### config.mk
export PLATFORM = sky130hd
export DESIGN_NAME = route_cntrl_flat
export DESIGN_NICKNAME = d
export VERILOG_FILES = /design/src/rtl/route_if.sv /design/src/rtl/route_cntrl.sv /design/src/flat_wrapper.sv
export SDC_FILE = /design/constraint.sdc
export NUM_CORES = 1
export LEC_CHECK = 0
export ABC_CLOCK_PERIOD_IN_PS = 3500
export CAP_MARGIN = 20
export CORE_ASPECT_RATIO = 1.1
export CORE_MARGIN = 4
export CORE_UTILIZATION = 50
export CTS_BUF_LIST = sky130_fd_sc_hd__clkbuf_2
export DETAILED_ROUTE_END_ITERATION = 7
export DONT_BUFFER_PORTS = 1
export GPL_TIMING_DRIVEN = 1
export PLACE_DENSITY = 0.71
export SLEW_MARGIN = 20
export SYNTH_ARGS = -nofsm -noshare
export SYNTH_HDL_FRONTEND = slang
export SYNTH_SLANG_ARGS = --single-unit
### constraint.sdc
create_clock -name clk -period 3.5 [get_ports clk]
set_clock_uncertainty 0.05 [all_clocks]
set_input_delay 0.7 -clock clk [delete_from_list [all_inputs] [get_ports clk]]
set_output_delay 0.7 -clock clk [all_outputs]
set_load 0.005 [all_outputs]
### src/rtl/route_if.sv
// route_if: command, station-ID and motion/buzzer signals of the route controller
// master drives cmd/cmd_rdy, ID/ID_vld, OK2Move; slave (route_cntrl) drives the rest.
interface route_if #(
    parameter int ID_W  = 6,
    parameter int DEPTH = 4
);
    logic [ID_W+1:0]              cmd;
    logic                         cmd_rdy;
    logic                         clr_cmd_rdy;
    logic [ID_W-1:0]              ID;
    logic                         ID_vld;
    logic                         clr_ID_vld;
    logic                         OK2Move;
    logic                         in_transit;
    logic                         go;
    logic                         buzz;
    logic                         buzz_n;
    logic [ID_W-1:0]              cur_dest;
    logic [$clog2(DEPTH+1)-1:0]   q_cnt;
    logic                         arrived;
    logic                         err;
    modport master (
        output cmd, cmd_rdy, ID, ID_vld, OK2Move,
        input  clr_cmd_rdy, clr_ID_vld, in_transit, go, buzz, buzz_n, cur_dest, q_cnt, arrived, err
    );
    modport slave (
        input  cmd, cmd_rdy, ID, ID_vld, OK2Move,
        output clr_cmd_rdy, clr_ID_vld, in_transit, go, buzz, buzz_n, cur_dest, q_cnt, arrived, err
    );
endinterface

### src/rtl/route_cntrl.sv
// route_cntrl: multi-stop route controller with destination FIFO and obstruction buzzer
// Ports: clk; rst_n (async, active-low); r (route_if.slave): cmd/cmd_rdy/clr_cmd_rdy command
// handshake, ID/ID_vld/clr_ID_vld station handshake, OK2Move, in_transit, go, buzz/buzz_n,
// cur_dest (FIFO head), q_cnt, arrived and err pulses.
module route_cntrl #(
    parameter int ID_W        = 6,
    parameter int DEPTH       = 4,
    parameter int BUZZ_PERIOD = 12500,
    parameter int BUZZ_HIGH   = 6250
) (
    input logic    clk,
    input logic    rst_n,
    route_if.slave r
);
    localparam int CW = $clog2(DEPTH+1);
    localparam int PW = $clog2(DEPTH);
    localparam int BW = $clog2(BUZZ_PERIOD);
    localparam logic [CW-1:0] FULL   = CW'(DEPTH);
    localparam logic [PW-1:0] LAST   = PW'(DEPTH-1);
    localparam logic [BW-1:0] B_LAST = BW'(BUZZ_PERIOD-1);
    localparam logic [BW-1:0] B_ON   = BW'(BUZZ_PERIOD-BUZZ_HIGH);
    typedef enum logic {IDLE, MOVE} state_t;
    state_t          state;
    logic [ID_W-1:0] mem [DEPTH];
    logic [PW-1:0]   rd, wr;
    logic [CW-1:0]   cnt;
    logic [BW-1:0]   bcnt;
    logic [1:0]      op;
    logic [ID_W-1:0] cid;
    logic            full, empty, hit, push, pop, en;
    function automatic logic [PW-1:0] nxt(input logic [PW-1:0] p);
        return p == LAST ? '0 : p + PW'(1);
    endfunction
    assign op    = r.cmd[ID_W+:2];
    assign cid   = r.cmd[ID_W-1:0];
    assign full  = cnt == FULL;
    assign empty = cnt == '0;
    assign r.clr_cmd_rdy = r.cmd_rdy;
    // a pending command always wins; the ID is left pending for a later cycle
    assign r.clr_ID_vld  = ~r.cmd_rdy & r.ID_vld;
    assign r.cur_dest    = empty ? '0 : mem[rd];
    assign hit  = r.clr_ID_vld & (state == MOVE) & ~empty & (r.ID == r.cur_dest);
    assign push = r.cmd_rdy & (op == 2'b01 | (op == 2'b10 & ~full));
    assign pop  = r.cmd_rdy ? (op == 2'b11 & ~empty) : hit;
    assign r.in_transit = state == MOVE;
    assign r.go         = r.in_transit & r.OK2Move;
    assign r.q_cnt      = cnt;
    assign en           = r.in_transit & ~r.OK2Move;
    assign r.buzz       = en & (bcnt >= B_ON);
    assign r.buzz_n     = en & ~r.buzz;
    // GO always lands in slot 0 because it also resets the pointers
    always_ff @(posedge clk)
        if (push) mem[op == 2'b01 ? '0 : wr] <= cid;
    always_ff @(posedge clk or negedge rst_n)
        if (!rst_n) begin
            state     <= IDLE;
            rd        <= '0;
            wr        <= '0;
            cnt       <= '0;
            bcnt      <= '0;
            r.arrived <= 1'b0;
            r.err     <= 1'b0;
        end else begin
            r.arrived <= hit;
            r.err     <= r.cmd_rdy & ((op == 2'b10 & full) | (op == 2'b11 & empty));
            bcnt      <= (~en | bcnt == B_LAST) ? '0 : bcnt + BW'(1);
            if (r.cmd_rdy && !op[1]) begin
                rd    <= '0;
                wr    <= op[0] ? nxt('0) : '0;
                cnt   <= CW'(op[0]);
                state <= op[0] ? MOVE : IDLE;
            end else begin
                if (push) begin
                    wr    <= nxt(wr);
                    cnt   <= cnt + CW'(1);
                    state <= MOVE;
                end
                if (pop) begin
                    rd  <= nxt(rd);
                    cnt <= cnt - CW'(1);
                    if (cnt == CW'(1)) state <= IDLE;
                end
            end
        end
endmodule

### src/flat_wrapper.sv
// flat-port wrapper written by rule: the top's interface ports become plain ports
module route_cntrl_flat 
#(
    parameter int ID_W        = 6,
    parameter int DEPTH       = 4,
    parameter int BUZZ_PERIOD = 12500,
    parameter int BUZZ_HIGH   = 6250
)
  (clk, rst_n, r_cmd, r_cmd_rdy, r_ID, r_ID_vld, r_OK2Move, r_clr_cmd_rdy, r_clr_ID_vld, r_in_transit, r_go, r_buzz, r_buzz_n, r_cur_dest, r_q_cnt, r_arrived, r_err);
  route_if #(.ID_W(ID_W), .DEPTH(DEPTH)) r_i ();
  input logic clk;
  input logic rst_n;
  input wire logic [$bits(r_i.cmd)-1:0] r_cmd;
  input wire logic [$bits(r_i.cmd_rdy)-1:0] r_cmd_rdy;
  input wire logic [$bits(r_i.ID)-1:0] r_ID;
  input wire logic [$bits(r_i.ID_vld)-1:0] r_ID_vld;
  input wire logic [$bits(r_i.OK2Move)-1:0] r_OK2Move;
  output wire logic [$bits(r_i.clr_cmd_rdy)-1:0] r_clr_cmd_rdy;
  output wire logic [$bits(r_i.clr_ID_vld)-1:0] r_clr_ID_vld;
  output wire logic [$bits(r_i.in_transit)-1:0] r_in_transit;
  output wire logic [$bits(r_i.go)-1:0] r_go;
  output wire logic [$bits(r_i.buzz)-1:0] r_buzz;
  output wire logic [$bits(r_i.buzz_n)-1:0] r_buzz_n;
  output wire logic [$bits(r_i.cur_dest)-1:0] r_cur_dest;
  output wire logic [$bits(r_i.q_cnt)-1:0] r_q_cnt;
  output wire logic [$bits(r_i.arrived)-1:0] r_arrived;
  output wire logic [$bits(r_i.err)-1:0] r_err;
  assign r_i.cmd = r_cmd;
  assign r_i.cmd_rdy = r_cmd_rdy;
  assign r_i.ID = r_ID;
  assign r_i.ID_vld = r_ID_vld;
  assign r_i.OK2Move = r_OK2Move;
  assign r_clr_cmd_rdy = r_i.clr_cmd_rdy;
  assign r_clr_ID_vld = r_i.clr_ID_vld;
  assign r_in_transit = r_i.in_transit;
  assign r_go = r_i.go;
  assign r_buzz = r_i.buzz;
  assign r_buzz_n = r_i.buzz_n;
  assign r_cur_dest = r_i.cur_dest;
  assign r_q_cnt = r_i.q_cnt;
  assign r_arrived = r_i.arrived;
  assign r_err = r_i.err;
  route_cntrl #(.ID_W(ID_W), .DEPTH(DEPTH), .BUZZ_PERIOD(BUZZ_PERIOD), .BUZZ_HIGH(BUZZ_HIGH)) u_core (.clk(clk), .rst_n(rst_n), .r(r_i));
endmodule
# After elaboration in Yosys (flattened, before gate mapping)
# Memory sizes are Yosys's and may differ from the RTL's.
# Index checks and enable logic that the tools add are counted.
# word_totals
elab_cells	73
register_bits	24
ramBits	24
mem_count	1
# classes
add_sub_neg	5
muxes	21
order_cmp	1
n_reduce_logical	6
bitwise_logic	23
n_eq_ne	9
# memory_table
name	words	width	rd	rd_clocked_by_memory_dff	wr	line_no	source
u_core.mem	4	6	1	0	1	route_cntrl.sv:24	logic [ID_W-1:0] mem [DEPTH];
# ops
cell	n
$add A14 B1 Y14 const B	1
$and A1 B1 Y1	14
$eq A14 B14 Y1 const B	1
$ge A14 B13 Y1 const B	1
$mux W14	1
$mux W2	7
$mux W1	9
$mux W3	3
$eq A2 B2 Y1 const B	4
$eq A6 B6 Y1	1
$mux W6	1
$not A1 Y1	6
$add A2 B1 Y2 const B	2
$reduce_bool A2 Y1	2
$add A3 B1 Y3 const B	1
$eq A3 B1 Y1 const B	1
$eq A3 B3 Y1 const B	1
$logic_not A3 Y1	1
$or A1 B1 Y1	3
$reduce_bool A3 Y1	1
$sub A3 B1 Y3 const B	1
$eq A2 B1 Y1 const B	1
$logic_and A1 B1 Y1	1
$logic_not A1 Y1	1

# Longest topological paths before layout
# Gate-level depths: netlist (run 1).
# depth
ltp_word	9
mapped_depth	8

# Worst setup path before layout (run 1)
# No wires, ideal clock.
# synth_path
path_type	register -> register
from	register u_core.rd[0]
to	register u_core.cnt[2], in the netlist u_core.r.q_cnt[2]
path_stages_with_launch	8
arrival_time_ns	2.288
required_time_ns	3.355
setup_time_ns	0.095
slack_ns	1.066
path_buffers	1
path_cell_list	dfrtp_1 -> buf_6 -> mux4_2 -> xor2_1 -> or4_4 -> a2111oi_1 -> o21ai_0 -> o31ai_1
# synth_via
elab_chain_cells	7
# synth_rtl
element	line_no	source
from (decl)	route_cntrl.sv:25	logic [PW-1:0] rd, wr;
from (signal assigned)	route_cntrl.sv:79	rd <= nxt(rd);
$mem_v2 Z4 W6 (*)	-	
$mux W6 (*)	route_cntrl.sv:41	assign r.cur_dest = empty ? '0 : mem[rd];
$eq A6 B6 Y1 (*)	route_cntrl.sv:42	assign hit = r.clr_ID_vld & (state == MOVE) & ~empty & (r.ID == r.cur_dest);
$and A1 B1 Y1 (*)	route_cntrl.sv:42	
$mux W1 (*)	route_cntrl.sv:44	assign pop = r.cmd_rdy ? (op == 2'b11 & ~empty) : hit;
$mux W3	route_cntrl.sv:78	if (pop) begin
$mux W3	route_cntrl.sv:67	if (r.cmd_rdy && !op[1]) begin
to (signal assigned)	route_cntrl.sv:70	cnt <= CW'(op[0]);
to (signal assigned)	route_cntrl.sv:75	cnt <= cnt + CW'(1);
to (signal assigned)	route_cntrl.sv:80	cnt <= cnt - CW'(1);
to (decl)	route_cntrl.sv:26	logic [CW-1:0] cnt;
# Mark *: on every way between the ends. The rest lies on a longest branch, timed or not.
# A chain may end at the register's enable or synchronous reset.

# Final worst setup path (run 1)
# layout_path
from	register u_core.rd[0]
to	register u_core.cnt[0], in the netlist u_core.r.q_cnt[0]
# layout_via
elab_chain_cells	7
# layout_rtl
element	line_no	source
$mem_v2 Z4 W6 (*)	-	
$mux W6 (*)	route_cntrl.sv:41	
$eq A6 B6 Y1 (*)	route_cntrl.sv:42	
$and A1 B1 Y1 (*)	route_cntrl.sv:42	
net u_core.hit	route_cntrl.sv:30	logic full, empty, hit, push, pop, en;
$mux W1 (*)	route_cntrl.sv:44	
$mux W3	route_cntrl.sv:78	
$mux W3	route_cntrl.sv:67	
# The timed path passes the listed nets; every way through them passes the cells marked *.

==> qor.txt, run 1 <==
Status -> finished, final reports clean
Worst path cell trace -> mux4_2, xor2_1, or4_4, a211oi_4, nor4_1, o31ai_2
Power per standard cell area -> 532 mW/mm^2
CP Buf/Inv Count -> 0
Crit path max fanout -> 9
Core Footprint -> 0.00465 sq mm
Peak supply drop -> 245 uV
Final worst slack -> 0.693 ns
Drt pass-1 iters -> 4
FF-to-FF setup slack -> 0.69 ns
Vias post-DR -> 1537
Async SR Flop Fraction -> 50.0%
Syn Std Cell Area -> 0.00241 sq mm
Final period util -> 80.2%
Slowest stage delay, CP -> 0.65 ns
Max-slew headroom -> 51.9%
MaxCap Viol Count -> 0
Top_reg_cell synth -> edfxtp_1
Root Driver -> clkbuf_2
Initial drt markers -> 129
Synth cell types -> 50
Final Instance Area -> 0.00254 sq mm
Final nets -> 227
Die area -> 0.00600 sq mm
Cells after synthesis -> 197
Pwr Total -> 1350 uW
Worst Tran Pin Value -> 0.721 ns
RSZ-0062 raised after global routing -> false
Antenna violations before repair -> 0
DRC viols -> 0
Fillers -> 402
DR WL/cell -> 18.0 microns
Num Clock Sinks -> 48
Final hold vios -> 0
Post-synth EDFFs -> 24
Area delta synth->final -> 5.50%
First-pass GRT wire length -> 7470 microns
Placed Area -> 0.00245 sq mm
CTS buffer count -> 5
Width of the die -> 74.2 microns
Die Span Y -> 80.9 microns
Leakage -> 0.000993 uW
N_diodes -> 0
Post-synth net total -> 224
H-Tree Depth -> 2
Fmax -> 356 MHz
Slew Viols, Final -> 0
Hold crit path type -> primary input to asynchronous set/reset pin
Crit Path Class -> flip-flop to flip-flop
Critical path arrival -> 3.10 ns
Clk Latency, worst-skew pair -> 0.42 ns
Worst-path clk slew -> 0.25 ns
Layout cell share with drive strength beyond 1 -> 11.4%
Post-layout minimum cycle time -> 2.81 ns
CP top delay family -> simple AND/OR/NAND/NOR gates
Flops & latches, synth -> 48
PostCTS Resize Cnt -> 0
Avg Cell Area, Syn -> 12.2 sq um
RePlAce Congestion -> 0.889
CP Depth -> 6
Largest net degree at the start of global routing -> 25
Worst setup EP type -> flip-flop
Final TNS setup -> 0 ns
Gr usage total -> 16.5%
Seq/Total Area, Yosys -> 54.8%
Longest Clk Path Bufs -> 2
Dpl ws -> 0.766 ns
R2R cell count -> 6
Critical path's slowest cell -> dfrtp_1
Row cnt -> 26
Reg2reg start -> u_core.rd[0]$_DFFE_PN0P_
Post-DP HPWL -> 3370 microns
CP Launch Type -> flip-flop
Setup violators final -> 0
CTS tree -> yes
Total gr overflow -> 0
Vias in the first global route -> 1535
Port buffer count -> 0
Initial Utilization -> 51.9%
Reg-to-Reg End -> u_core.r.q_cnt[0]$_DFFE_PN0P_
Vias per cell -> 5.98
Most frequent cells in the layout -> dfrtp_1 (24), edfxtp_1 (24), nor2_1 (19), nand2_1 (14), nand3_1 (11)
Final WL -> 4640 microns
ANT nets after route -> 0
Critical Path RT -> 3.79 ns
I/O Pins -> 36
Synth warnings -> 0
Final hold slack -> 0.152 ns
metal layers:
layer	up-vias	routed length (microns)	track usage, %	part of all wire (%)
met5	-	0	0	0
met4	0	68	6.05	1.5
met3	6	260	4.46	5.6
met2	40	2360	27.7	51
met1	768	1940	20.5	42
li1	723	-	-	-
cell type report:
cell class / count / area [sq um] / share of cell area, %
Clock buffer: 5 / 25.0 / 0.983
Inverter: 8 / 30.0 / 1.18
Timing Repair Buffer: 2 / 12.5 / 0.492
Tap cell: 56 / 70.1 / 2.75
Sequential cell: 48 / 1320 / 51.9
Clock inverter: 3 / 68.8 / 2.70
Multi-Input combinational cell: 135 / 1020 / 40.0
where the power goes:
group,internal [uW],switching (uW)
logic,128,159
clock network,195,181
registers,632,59.5
total,955,399
repair_timing:
item | in CTS | in global routing
buffers inserted | 0 | 0
hold buffers | 1 | 0
hold endpoints to repair | 24 | 0
cell usage after synthesis (all sizes together), types with 2 or more instances:
cell type / n / area, sq um
o21ai: 10 / 50.1
or3: 2 / 12.5
inv: 8 / 30.0
nor3: 3 / 15.0
mux4: 6 / 150
ha: 8 / 100
and2: 6 / 41.3
xnor2: 8 / 70.1
edfxtp: 24 / 721
dfrtp: 24 / 601
buf: 2 / 18.8
a211oi: 2 / 27.5
a21oi: 5 / 25.0
o31ai: 2 / 20.0
o31a: 2 / 18.8
nor3b: 4 / 30.0
nand3: 11 / 55.1
and3: 5 / 31.3
nor2: 19 / 71.3
nand2: 14 / 52.6
clkbuf: 3 / 12.5
xor2: 8 / 70.1
worst max-delay path by stage:
stage,from,end,slack (ns)
after floorplan,u_core.rd[0]$_DFFE_PN0P_,u_core.r.q_cnt[2]$_DFFE_PN0P_,1.07
after global placement,u_core.rd[0]$_DFFE_PN0P_,u_core.r.q_cnt[2]$_DFFE_PN0P_,0.83
after detailed placement,u_core.rd[0]$_DFFE_PN0P_,u_core.r.in_transit$_DFF_PN0_,0.77
after CTS,u_core.rd[0]$_DFFE_PN0P_,r_cur_dest[2],0.68
after global routing,u_core.rd[0]$_DFFE_PN0P_,u_core.r.q_cnt[0]$_DFFE_PN0P_,0.55
final,u_core.rd[0]$_DFFE_PN0P_,u_core.r.q_cnt[0]$_DFFE_PN0P_,0.69
cells by family after synthesis:
family	after synthesis	share of synthesized area, %
adder cells (fa/ha/maj)	8	4.15
AND/OR/NAND/NOR	75	16.4
flip-flops	48	54.8
multiplexers	6	6.22
XOR/XNOR	16	5.81
AO/OA/AOI/OAI	30	9.60
buffers and inverters	14	3.06
per-stage QoR:
stage | std cells | utilization, %
3_5_place_dp | 248 | 52.6
2_1_floorplan | 197 | -
6_report | 257 | 54.7
4_1_cts | 257 | 54.8
3_3_place_gp | 248 | 52.6
5_1_grt | 257 | 54.7
state kept, by name (all words and copies together) (netlist names):
signal               flops
u_core.bcnt             14
u_core.mem              24
u_core.r.arrived         1
u_core.r.err             1
u_core.r.in_transit      1
u_core.r.q_cnt           3
u_core.rd                2
u_core.wr                2
Note: power is estimated with default switching activity, not from simulation.
==> inputs of run 2 (changes only) <==
--- a/config.mk
+++ b/config.mk
@@ -5,7 +5,7 @@
 export SDC_FILE = /design/constraint.sdc
 export NUM_CORES = 1
 export LEC_CHECK = 0
-export ABC_CLOCK_PERIOD_IN_PS = 3500
+export ABC_CLOCK_PERIOD_IN_PS = 2750
 export CAP_MARGIN = 20
 export CORE_ASPECT_RATIO = 1.1
 export CORE_MARGIN = 4
==> constraint.sdc (replaced) <==
create_clock -name clk -period 2.75 [get_ports clk]
set_clock_uncertainty 0.05 [all_clocks]
set_input_delay 0.55 -clock clk [delete_from_list [all_inputs] [get_ports clk]]
set_output_delay 0.55 -clock clk [all_outputs]
set_load 0.005 [all_outputs]
==> run 2 against run 1 <==
Design area grew 1.1%. Via count shrank 0.13%. Die area is the same. Non-clock buffer count grew 4. Clock power is essentially flat. Sequential power grew 25%. Largest cell class unchanged. Highest routed layer unchanged.
==> qor.txt, run 2 (synthesis results as in run 1) <==
Status -> finished, final reports clean
Critical path arrival -> 2.92 ns (-0.18 ns)
RePlAce Congestion -> 0.861 (-3.1%)
Setup violators final -> 0 (unchanged)
First-pass GRT wire length -> 7710 microns (+3.3%)
Worst path cell trace -> buf_4, mux4_1, and2_2, a22oi_4, a211oi_4, or2_2, o311a_1
CP Launch Type -> flip-flop
Crit Path Class -> flip-flop to flip-flop
DRC viols -> 0 (unchanged)
CP Buf/Inv Count -> 1 (+1)
Die area -> 0.00600 sq mm (unchanged)
Antenna violations before repair -> 0 (unchanged)
Final hold vios -> 0 (unchanged)
Initial Utilization -> 51.9% (unchanged)
Longest Clk Path Bufs -> 2 (unchanged)
Slew Viols, Final -> 0 (unchanged)
Post-DP HPWL -> 3270 microns (-3.1%)
Die Span Y -> 80.9 microns (unchanged)
Initial drt markers -> 91 (-29%)
Crit path max fanout -> 9 (unchanged)
Width of the die -> 74.2 microns (unchanged)
N_diodes -> 0 (unchanged)
I/O Pins -> 36 (unchanged)
Max reg flops -> 24 (unchanged)
Root Driver -> clkbuf_2
Met2 usage -> 26.1% (-1.6 points)
Gr usage total -> 16.8% (+0.28 points)
RSZ-0062 raised after global routing -> false
Port buffer count -> 0 (unchanged)
Largest net degree at the start of global routing -> 25 (unchanged)
Slowest stage delay, CP -> 0.64 ns (about the same)
Area delta synth->final -> 6.64%
Vias per cell -> 5.88 (-1.7%)
CTS buffer count -> 5 (unchanged)
CTS tree -> yes
Row cnt -> 26 (unchanged)
Fmax -> 382 MHz (+7.3%)
Worst-path clk slew -> 0.25 ns (about the same)
ANT nets after route -> 0 (unchanged)
Hold crit path type -> primary input to flip-flop
Final period util -> 95.1% (+15 points)
Worst setup EP type -> flip-flop
Met3 Use GR -> 4.08% (-0.37 points)
Peak supply drop -> 311 uV (+27%)
GR Util met1 -> 22.2% (+1.7 points)
Leakage -> 0.00100 uW (+0.99%)
Post-layout minimum cycle time -> 2.62 ns (-0.192 ns)
Total gr overflow -> 0 (unchanged)
Most common cell after layout, fill and taps aside -> edfxtp_1
CP top delay family -> compound AO/OA/AOI/OAI gates
Final WL -> 4490 microns (-3.2%)
DR WL/cell -> 17.2 microns (-4.7%)
Critical path's slowest cell -> mux4_1
H-Tree Depth -> 2 (unchanged)
Power per standard cell area -> 640 mW/mm^2 (+20%)
Final TNS setup -> 0 ns (unchanged)
Biggest register -> u_core.mem
Worst Tran Pin Value -> 0.559 ns (-0.162 ns)
Final nets -> 231 (+1.8%)
Final core occ -> 55.3% (+0.59 points)
Max-slew headroom -> 62.6% (+11 points)
Most frequent cells in the layout -> edfxtp_1 (24), dfrtp_1 (23), nor2_1 (19), nand2_1 (14), nand3_1 (11)
Num Clock Sinks -> 48 (unchanged)
Drt pass-1 iters -> 4 (unchanged)
Vias post-DR -> 1535 (-0.13%)
Clk Latency, worst-skew pair -> 0.44 ns (+0.02 ns)
Critical Path RT -> 3.05 ns (-0.74 ns)
MaxCap Viol Count -> 0 (unchanged)
Core Footprint -> 0.00465 sq mm (unchanged)
Layout cell share with drive strength beyond 1 -> 13.7% (+2.2 points)
Vias in the first global route -> 1577 (+2.7%)
Busiest layer in global routing -> met2
## run 2: area by class of cell
class                           count  area (sq um)
Timing Repair Buffer                6          60.1
Multi-Input combinational cell    135          1020
Clock inverter                      3          42.5
Sequential cell                    48          1320
Inverter                            8          30.0
Clock buffer                        5          25.0
Tap cell                           56          70.1
Fill cell                         365          2080
## run 2: timing repair
action	4_1_cts	5_1_grt
buffers inserted	0	1
setup endpoints to repair	0	3
gates resized for setup	0	2
endpoints found under the hold margin	24	0
hold buffers	2	0
## run 2: metrics by stage
step / instance area, sq um / hold slack [ns] / cells / setup slack [ns] / total power (uW)
after floorplan: 2410 / 0.204 / 197 / 0.316 / 1180
after global placement: 2460 / 0.205 / 250 / 0.217 / 1240
after detailed placement: 2460 / 0.205 / 250 / 0.194 / 1260
after CTS: 2560 / 0.0988 / 260 / 0.128 / 1660
after global routing: 2570 / 0.0816 / 261 / 0.0285 / 1750
final: 2570 / 0.132 / 261 / 0.135 / 1650
## run 2: final timing paths
kind,startpoint,to,slack [ns],depth (start not counted)
min reg2reg,u_core.bcnt[0]$_DFF_PN0_,u_core.bcnt[0]$_DFF_PN0_,0.45,1
min in group asynchronous,rst_n,u_core.r.q_cnt[2]$_DFFE_PN0P_,0.44,2
max in group asynchronous,rst_n,u_core.bcnt[0]$_DFF_PN0_,2.03,2
max reg2reg,u_core.rd[0]$_DFFE_PN0P_,u_core.r.q_cnt[1]$_DFFE_PN0P_,0.13,7
min,r_cmd[3],u_core.mem[0][3]$_DFFE_PP_,0.13,0
max,u_core.rd[0]$_DFFE_PN0P_,u_core.r.q_cnt[1]$_DFFE_PN0P_,0.13,7
## run 2: metal layers
layer  part of all wire (%)  wire length [microns]
met1                     45                   2020
met2                     48                   2160
met3                    5.2                    234
met4                    1.5                     68
met5                      0                      0
## run 2: worst register-to-register path: stages (launching register included)
cell,delay [ns]
dfrtp_1,0.38
buf_4,0.18
mux4_1,0.64
and2_2,0.26
a22oi_4,0.20
a211oi_4,0.12
or2_2,0.35
o311a_1,0.34
## run 2: where the power goes
part | leakage, uW | switching [uW] | internal, uW | total [uW]
clock network | 0.0000390 | 228 | 152 | 379
logic | 0.000423 | 223 | 178 | 400
registers | 0.000541 | 61.8 | 805 | 867
total | 0.00100 | 512 | 1130 | 1650
